==> config.mk <==
export PLATFORM = sky130hd
export DESIGN_NAME = spi_shift_reg
export DESIGN_NICKNAME = d
export VERILOG_FILES = /design/src/rtl/spi_shift_reg.sv
export SDC_FILE = /design/constraint.sdc
export NUM_CORES = 1
export LEC_CHECK = 0
export CAP_MARGIN = 10
export CORE_ASPECT_RATIO = 0.75
export CORE_MARGIN = 2
export CORE_UTILIZATION = 35
export DETAILED_ROUTE_END_ITERATION = 10
export GPL_TIMING_DRIVEN = 0
export PLACE_DENSITY_LB_ADDON = 0.3
export REMOVE_ABC_BUFFERS = 1
export SLEW_MARGIN = 20
export SYNTH_ARGS = -nofsm -noshare
export SYNTH_HDL_FRONTEND = slang
export SYNTH_SLANG_ARGS = --single-unit
==> constraint.sdc <==
create_clock -name clk -period 1.5 [get_ports clk]
set_input_delay 0.15 -clock clk [delete_from_list [all_inputs] [get_ports clk]]
set_output_delay 0.15 -clock clk [all_outputs]
set_load 0.02 [all_outputs]
==> src/rtl/spi_shift_reg.sv <==
// Word-level SPI master shifter: MSB-first transmit on mosi, receive sampled on rising
// serial-clock strobes. All state lives in the clk domain; the strobes are plain enables.
module spi_shift_reg #(
   parameter int unsigned WIDTH = 8,
   parameter int unsigned CNT_W = 4
) (
   input  logic             clk,
   input  logic             reset_n,
   input  logic             sclkPosEdge,
   input  logic             sclkNegEdge,
   input  logic             start,
   input  logic [WIDTH-1:0] txData,
   input  logic             miso,
   output logic             mosi,
   output logic             cs_n,
   output logic [WIDTH-1:0] rxData,
   output logic             busy,
   output logic             done
);

   typedef enum logic [0:0] {StIdle, StShift} state_e;

   localparam logic [CNT_W-1:0] LastCnt = CNT_W'(WIDTH);

   state_e           state_q, state_d;
   logic [WIDTH-1:0] tx_shift_q, tx_shift_d;
   logic [WIDTH-1:0] rx_shift_q, rx_shift_d;
   logic [WIDTH-1:0] rx_data_q, rx_data_d;
   logic [CNT_W-1:0] bit_cnt_q, bit_cnt_d;
   logic             done_q, done_d;
   logic             cnt_full, cnt_zero;

   assign cnt_full = (bit_cnt_q == LastCnt);
   assign cnt_zero = (bit_cnt_q == '0);

   always_ff @(posedge clk or negedge reset_n) begin
      if (!reset_n) begin
         state_q    <= StIdle;
         tx_shift_q <= '0;
         rx_shift_q <= '0;
         rx_data_q  <= '0;
         bit_cnt_q  <= '0;
         done_q     <= 1'b0;
      end else begin
         state_q    <= state_d;
         tx_shift_q <= tx_shift_d;
         rx_shift_q <= rx_shift_d;
         rx_data_q  <= rx_data_d;
         bit_cnt_q  <= bit_cnt_d;
         done_q     <= done_d;
      end
   end

   always_comb begin
      state_d    = state_q;
      tx_shift_d = tx_shift_q;
      rx_shift_d = rx_shift_q;
      rx_data_d  = rx_data_q;
      bit_cnt_d  = bit_cnt_q;
      done_d     = 1'b0;
      case (state_q)
         StIdle: begin
            if (start) begin
               tx_shift_d = txData;
               rx_shift_d = '0;
               bit_cnt_d  = '0;
               state_d    = StShift;
            end
         end
         StShift: begin
            // A rising strobe wins over a coincident falling strobe.
            if (sclkPosEdge) begin
               if (!cnt_full) begin
                  rx_shift_d = {rx_shift_q[WIDTH-2:0], miso};
                  bit_cnt_d  = bit_cnt_q + 1'b1;
               end
            end else if (sclkNegEdge) begin
               if (cnt_full) begin
                  rx_data_d = rx_shift_q;
                  done_d    = 1'b1;
                  state_d   = StIdle;
               end else if (!cnt_zero) begin
                  // Leading falling edge (count zero) keeps the MSB on the line.
                  tx_shift_d = {tx_shift_q[WIDTH-2:0], 1'b0};
               end
            end
         end
         default: state_d = StIdle;
      endcase
   end

   always_comb begin
      mosi = 1'b0;
      cs_n = 1'b1;
      busy = 1'b0;
      if (state_q == StShift) begin
         mosi = tx_shift_q[WIDTH-1];
         cs_n = 1'b0;
         busy = 1'b1;
      end
   end

   assign rxData = rx_data_q;
   assign done   = done_q;

endmodule

* Yosys cells after proc, flatten, opt, wreduce, memory -nomap -nowiden
Index checks and enable logic that the tools add are counted.
** Word-level totals
- Bits in registers :: 30
- Latch bits :: 0
- RAM bits :: 0
- ROM bits :: 0
- Output and inout bits :: 12
- Word-level logic and storage cells :: 46
- Memories :: 0
** Cells by class
- Add/subtract/negate cells :: 1
- $mul :: 0
- Divide/modulo/power cells :: 0
- Order comparisons :: 0
- Equal/unequal tests :: 7
- Shift-type cells :: 0
- Mux-type cells :: 26
- Bitwise operators :: 2
- Reduce and logical (&&, ||, !) cells :: 4
** Operators by type and width (number)
- $mux 8 :: 8
- $pmux 8 s2 :: 2
- $mux 4 :: 3
- $ne 2x2->1 const B :: 6
- $mux 1 :: 11
- $pmux 4 s2 :: 1
- $reduce_and 5->1 :: 1
- $add 4x1->4 const B :: 1
- $eq 4x4->1 const B :: 1
- $logic_not 4->1 :: 1
- $reduce_and 4->1 :: 1
- $reduce_and 3->1 :: 1
- $not 1->1 :: 2
- $pmux 1 s2 :: 1

* Depth between registers and ports, before layout
Gate-level depths: netlist of the first run.
- Word-level depth :: 6
- Gate-level depth with buffers :: 6

* Worst setup path before layout of the first run
Ideal clock, no wire load.
- Kind :: register to register
- From :: register bit_cnt_q[0]
- To :: register tx_shift_q[1]
- Setup time :: 0.125 ns
- Arrival :: 1.379 ns
- Path slack :: -0.004 ns
- Cell stages (with the launch flop) :: 6
- Period minus slack after synthesis :: 1.504 ns
- Path through :: dfrtp_1 -> inv_1 -> ha_1 -> and2b_4 -> o22ai_4 -> mux2_2
** Between the ends
- Cells in the longest elaborated chain, start to end :: 3
- Elaborated cells on any way between the ends :: 5
** RTL lines
- from (decl) :: RTL line 29 : logic [CNT_W-1:0] bit_cnt_q, bit_cnt_d;
- from (signal assigned) :: RTL line 49 : bit_cnt_q <= bit_cnt_d;
- $eq 4x4->1 or $logic_not 4->1 (tied branches) :: RTL line 33, 34
- $ne 2x2->1 (no source line)
- $reduce_and 5->1 (no source line) *
- to (signal assigned) :: RTL line 46 : tx_shift_q <= tx_shift_d;
- to (decl) :: RTL line 26 : logic [WIDTH-1:0] tx_shift_q, tx_shift_d;
Mark *: on every way between the ends. The rest lies on a longest branch, timed or not.
A chain may end at the register's enable or synchronous reset.

* Final worst setup path of the first run
- From :: register bit_cnt_q[0]
- To :: register tx_shift_q[6]
The elaborated chain is that of the path after synthesis.

==> results.tsv, run 1 <==
metric	value	unit
report.final.slew_viol_count	0	
grt_start_max_net_pins	31	
firstDrtPassIters	4	
synth_cells	112	
yosysUniqueCellTypes	23	
path_class	flip-flop to flip-flop	
worst_path_largest_cell_delay	0.36	ns
p_total	3680	uW
startpoint_type	flip-flop	
netlist_top_cells_count	dfrtp_1, mux2_2, inv_1	
grt.overflow.total	0	
syn_to_final_growth	34.9	%
slowest_stage	dfrtp_1	
clk_path_buf_depth	2	
period_needed	1.48	ns
cp_top_family	flip-flops	
status	finished, final reports clean	
clock_skew	0.00208	ns
clock.fmax	678	MHz
yosysMostFrequentCell	dfrtp_1	
synth_edf_count	0	
final-hold-violation-count	0	
num_antenna_cells	0	
first_global_vias	981	
max_cap_violations	0	
final_cells	206	
max_slew_margin	56.8	%
nNetsFinal	167	
rows	20	
dp_cells	188	
totalWireLength	2.49	mm
vias	926	
tightestPinTransition	0.648	ns
drt_iter0_drc	49	
hold_class	input pin to asynchronous set/reset pin	
cellPowerDensity	1900	nW/um2
cts_made_buffers	5	
crit_fanout	8	
synth_ff_type	dfrtp_1	
ir_drop	0.646	mV
dp_hpwl	1.59	mm
die_h	59.5	um
setup_viol_count_final	0	
hold_ws	0.441	ns
clock_latency	0.28	ns
cp_num_buf_inv	2	
drtAntennaViolNets	0	
rsz0062_at_grt	yes	
die_x	77.9	um
synth_top_cell_area_share	52.3	%
yosysSeqAreaShare	52.3	%
drive_gt1_share	32.5	%
antenna_found_initial	0	
async_flop_share	100	%
clk_pin_slew	0.06	ns
gp_congestion	0.788	
crit_chain	inv_2, ha_4, and2b_4, o22ai_4, buf_12, mux2_2	
port_buffers	25	
tns	0	ns
post-route-drc-count	0	
h-tree-depth	2	
dp_slack	-0.594	ns
ys_ff_latch	30	
cts.sink_count	30	
endpoint_kind	flip-flop	
worst_ep_required_time	1.66	ns
initial_core_util	35.8	%
p_leak	0.000919	uW
die_area	4630	um2
crit_arrival	1.64	ns
synth_area_per_cell	12.8	um2
cts_tree	done	
yosys_warnings	0	
synth_area	1440	um2
core-area	4000	um2
wl_per_cell	12.1	um
cts_root_buf	clkbuf_8	
period_share	98.4	%
timing.final.ws_setup	0.0240	ns
yosys.area.top_type	dfrtp_1	
nFillCells	369	
avgViaCountPerCell	4.50	
ios	26	
track_usage	12.6	%
synthTopCellsByArea	dfrtp_1, mux2_2, mux2i_1, inv_1, mux2_4	
grt_pass1_wl	4.34	mm
per-layer routing:
| layer | part of all wire, % | vias to the layer above | global-route usage (%) |
|---|---|---|---|
| met1 | 50 | 447 | 16.4 |
| li1 | - | 454 | - |
| met3 | 3.5 | 8 | 2.74 |
| met2 | 43 | 17 | 18.5 |
| met5 | 0 | - | 0 |
| met4 | 3.3 | 0 | 9.77 |
flip-flops by register name, indices dropped and copies added, names as in the netlist:
register    count
rx_shift_q      8
tx_shift_q      8
state_q         1
done            1
rxData          8
bit_cnt_q       4
path summary, 6_finish.rpt:
kind | startpoint | end | slack [ns] | cells past startpoint
setup / recovery | bit_cnt_q[0]$_DFFE_PN0P_ | tx_shift_q[6]$_DFFE_PN0P_ | 0.02 | 6
hold / removal | reset_n | rxData[2]$_DFFE_PN0P_ | 0.44 | 2
setup reg to reg | bit_cnt_q[0]$_DFFE_PN0P_ | tx_shift_q[6]$_DFFE_PN0P_ | 0.02 | 6
hold reg to reg | tx_shift_q[2]$_DFFE_PN0P_ | tx_shift_q[2]$_DFFE_PN0P_ | 0.51 | 1
max in group asynchronous | reset_n | state_q$_DFF_PN0_ | 0.58 | 2
min in group clk | txData[0] | tx_shift_q[0]$_DFFE_PN0P_ | 0.44 | 3
what timing repair did:
item,4_1_cts,5_1_grt
hold buffers,1,0
hold endpoints to repair,30,0
setup buffers,9,1
pin swaps,3,0
gates cloned,0,0
gates resized for setup,11,6
endpoints found under the setup margin,32,7
kinds of logic (layout without fill, tap and decap cells):
logic type | Yosys count | after routing | share of synthesized area (%)
buffers and inverters | 18 | 57 | 6.36
muxes | 31 | 31 | 24.3
and+or+nand+nor | 22 | 22 | 9.76
AOI/OAI and AO/OA | 9 | 9 | 5.49
DFF | 30 | 30 | 52.3
adders and majority gates | 2 | 2 | 1.74
power breakdown:
part | switching, uW | internal, uW | leakage [uW] | total, uW
registers | 228 | 1160 | 0.000371 | 1390
clock network | 267 | 318 | 0.0000383 | 585
logic | 735 | 972 | 0.000510 | 1710
total | 1230 | 2450 | 0.000919 | 3680
cell usage in the layout (no fill, tap or decap), drive strengths merged:
| master | synthesis | routed |
|---|---|---|
| a211o | 1 | 1 |
| a21oi | 2 | 2 |
| a31o | 1 | 1 |
| a31oi | 1 | 1 |
| and2 | 1 | 1 |
| and2b | 1 | 1 |
| buf | 4 | 11 |
| clkbuf | 0 | 7 |
| clkdlybuf4s50 | 0 | 21 |
| dfrtp | 30 | 30 |
| dlygate4sd2 | 0 | 3 |
| dlygate4sd3 | 0 | 1 |
| ha | 2 | 2 |
| inv | 14 | 14 |
| mux2 | 22 | 22 |
| mux2i | 9 | 9 |
| nand2 | 12 | 12 |
| nand3 | 3 | 3 |
| nand3b | 2 | 2 |
| nand4 | 1 | 1 |
| nor2 | 1 | 1 |
| nor2b | 1 | 1 |
| o21ai | 2 | 2 |
| o221ai | 1 | 1 |
| o22ai | 1 | 1 |
layout make-up:
type,instances,area [um2],area share [%]
flip-flops and latches,30,754,39.0
multi-input cells,64,628,32.4
repair buffers,36,355,18.4
clock buffers,7,76.3,3.94
well taps,55,68.8,3.56
inverters,14,52.6,2.71
through the flow:
stage / instance area [um2] / utilization, %
after CTS: 1910 / 47.6
after global placement: 1720 / 42.8
after global routing: 1940 / 48.3
after detailed placement: 1710 / 42.7
after floorplan: 1400 / -
final: 1940 / 48.3
(Power assumes the default switching activity.)
==> run 2: changes to the inputs <==
--- a/config.mk
+++ b/config.mk
@@ -13,7 +13,7 @@
 export GPL_TIMING_DRIVEN = 0
 export PLACE_DENSITY_LB_ADDON = 0.3
 export REMOVE_ABC_BUFFERS = 1
-export SLEW_MARGIN = 20
+export SLEW_MARGIN = 30
 export SYNTH_ARGS = -nofsm -noshare
 export SYNTH_HDL_FRONTEND = slang
 export SYNTH_SLANG_ARGS = --single-unit
==> run 2 against run 1 <==
- hold slack got worse by 0.0089 ns
- largest cell class unchanged
- sequential share of layout area is 1.6 points lower
- critical endpoint is now tx_shift_q[3]$_DFFE_PN0P_
- count of clock-buffer cells in the layout shrank 1
==> results.tsv, run 2 (synthesis gave the netlist of run 1 again) <==
metric	value	unit	change
setup_viol_count_final	0		unchanged
status	finished, final reports clean		unchanged
regToRegSetupSlack	0.007	ns	was 0.02 ns
dp_cells	188		unchanged
rsz0062_at_grt	yes		unchanged
cts_made_buffers	5		unchanged
h-tree-depth	2		unchanged
cts_root_buf	clkbuf_8		unchanged
die_h	59.5	um	unchanged
clk_pin_slew	0.06	ns	about the same
cts.sink_count	30		unchanged
nNetsFinal	173		was 167
crit_start	state_q$_DFF_PN0_		was bit_cnt_q[0]$_DFFE_PN0P_
drt_iter0_drc	45		was 49
ios	26		unchanged
antenna_found_initial	0		unchanged
layout_commonest_cell	dfrtp_1		unchanged
timing.final.ws_setup	0.00715	ns	was 0.0240 ns
period_share	99.5	%	was 98.4%
clock_latency	0.28	ns	about the same
r2r_start	state_q$_DFF_PN0_		was bit_cnt_q[0]$_DFFE_PN0P_
rr_worst_depth	5		was 6
drtAntennaViolNets	0		unchanged
clock_skew	0.00491	ns	was 0.00208 ns
die_x	77.9	um	unchanged
wl_per_cell	13.4	um	was 12.1 um
avgViaCountPerCell	4.54		was 4.50
clk_path_buf_depth	2		unchanged
report.final.slew_viol_count	0		unchanged
cellPowerDensity	1940	nW/um2	was 1900 nW/um2
worst_ep_required_time	1.66	ns	about the same
crit_arrival	1.66	ns	was 1.64 ns
fin_util	50.4	%	was 48.3%
fin_area	2020	um2	was 1940 um2
core-area	4000	um2	unchanged
grt_pass1_wl	4.75	mm	was 4.34 mm
port_buffers	25		unchanged
num_antenna_cells	0		unchanged
dp_slack	-0.252	ns	was -0.594 ns
endpoint	tx_shift_q[3]$_DFFE_PN0P_		was tx_shift_q[6]$_DFFE_PN0P_
initial_core_util	35.8	%	unchanged
nFillCells	357		was 369
clock.fmax	670	MHz	was 678 MHz
firstDrtPassIters	4		unchanged
totalWireLength	2.85	mm	was 2.49 mm
drive_gt1_share	38.6	%	was 32.5%
ir_drop	0.609	mV	was 0.646 mV
crit_fanout	8		unchanged
tns	0	ns	unchanged
final_cell_mix	dfrtp_1, clkdlybuf4s50_1		was dfrtp_1, clkdlybuf4s50_1, mux2_2
syn_to_final_growth	40.6	%	was 34.9%
worstReg2RegEnd	tx_shift_q[3]$_DFFE_PN0P_		was tx_shift_q[6]$_DFFE_PN0P_
gp_congestion	0.788		unchanged
die_area	4630	um2	unchanged
max_cap_violations	0		unchanged
max_slew_margin	55.0	%	was 56.8%
final-hold-violation-count	0		unchanged
cts_tree	done		unchanged
hold_class	input pin to flip-flop		was input pin to asynchronous set/reset pin
vias	966		was 926
first_global_vias	987		was 981
track_usage	13.7	%	was 12.6%
dp_hpwl	1.63	mm	was 1.59 mm
startpoint_type	flip-flop		unchanged
p_leak	0.000965	uW	was 0.000919 uW
path_class	flip-flop to flip-flop		unchanged
final_cells	213		was 206
grt_start_max_net_pins	31		unchanged
endpoint_kind	flip-flop		unchanged
post-route-drc-count	0		unchanged
rows	20		unchanged
tightestPinTransition	0.675	ns	was 0.648 ns
period_needed	1.49	ns	was 1.48 ns
grt.overflow.total	0		unchanged
place_area	1710	um2	about the same
run 2: final cells by class:
type	instances	area, um2	share of cell area (%)
sequential	30	754	37.4
multi-input combinational	64	648	32.1
clock inverter	2	12.5	0.620
tap	55	68.8	3.41
timing repair buffer	42	399	19.8
clock buffer	6	82.6	4.09
inverter	14	52.6	2.60
run 2: how the worst min path moves through the flow:
stage	startpoint	depth (start not counted)	slack, ns	endpoint
after global routing	miso	3	0.44	rx_shift_q[0]$_DFFE_PN0P_
after floorplan	reset_n	0	-0.15	bit_cnt_q[0]$_DFFE_PN0P_
after global placement	tx_shift_q[6]$_DFFE_PN0P_	1	0.48	tx_shift_q[6]$_DFFE_PN0P_
after detailed placement	reset_n	1	0.23	rxData[3]$_DFFE_PN0P_
final	txData[0]	3	0.43	tx_shift_q[0]$_DFFE_PN0P_
after CTS	miso	3	0.42	rx_shift_q[0]$_DFFE_PN0P_
run 2: where the power goes:
group | internal (uW) | switching (uW)
sequential | 1160 | 214
combinational | 1070 | 806
clock | 368 | 306
run 2: stage by stage:
step,hold slack (ns),total power (uW)
4_1_cts,0.422,3770
3_5_place_dp,0.226,2910
2_1_floorplan,-0.146,2410
6_report,0.432,3920
5_1_grt,0.443,4200
3_3_place_gp,0.485,2860
run 2: routing by layer:
metal,up-vias,wire length [um],GRT usage (%)
li1,468,-,-
met1,474,1330,17.3
met2,19,1350,21.4
met3,5,111,4.73
met4,0,47,6.77
met5,-,0,0
run 2: what timing repair did:
item,CTS,global route
pin swaps,2,3
endpoints found under the hold margin,30,0
hold buffers,1,0
endpoints found under the setup margin,29,15
gates resized for setup,11,18
setup buffers,9,7
run 2: worst max-delay path, cell delays in order (launching register included):
cell	delay, ns
dfrtp_4	0.50
buf_6	0.14
buf_6	0.11
o22ai_4	0.18
buf_12	0.16
mux2_4	0.30
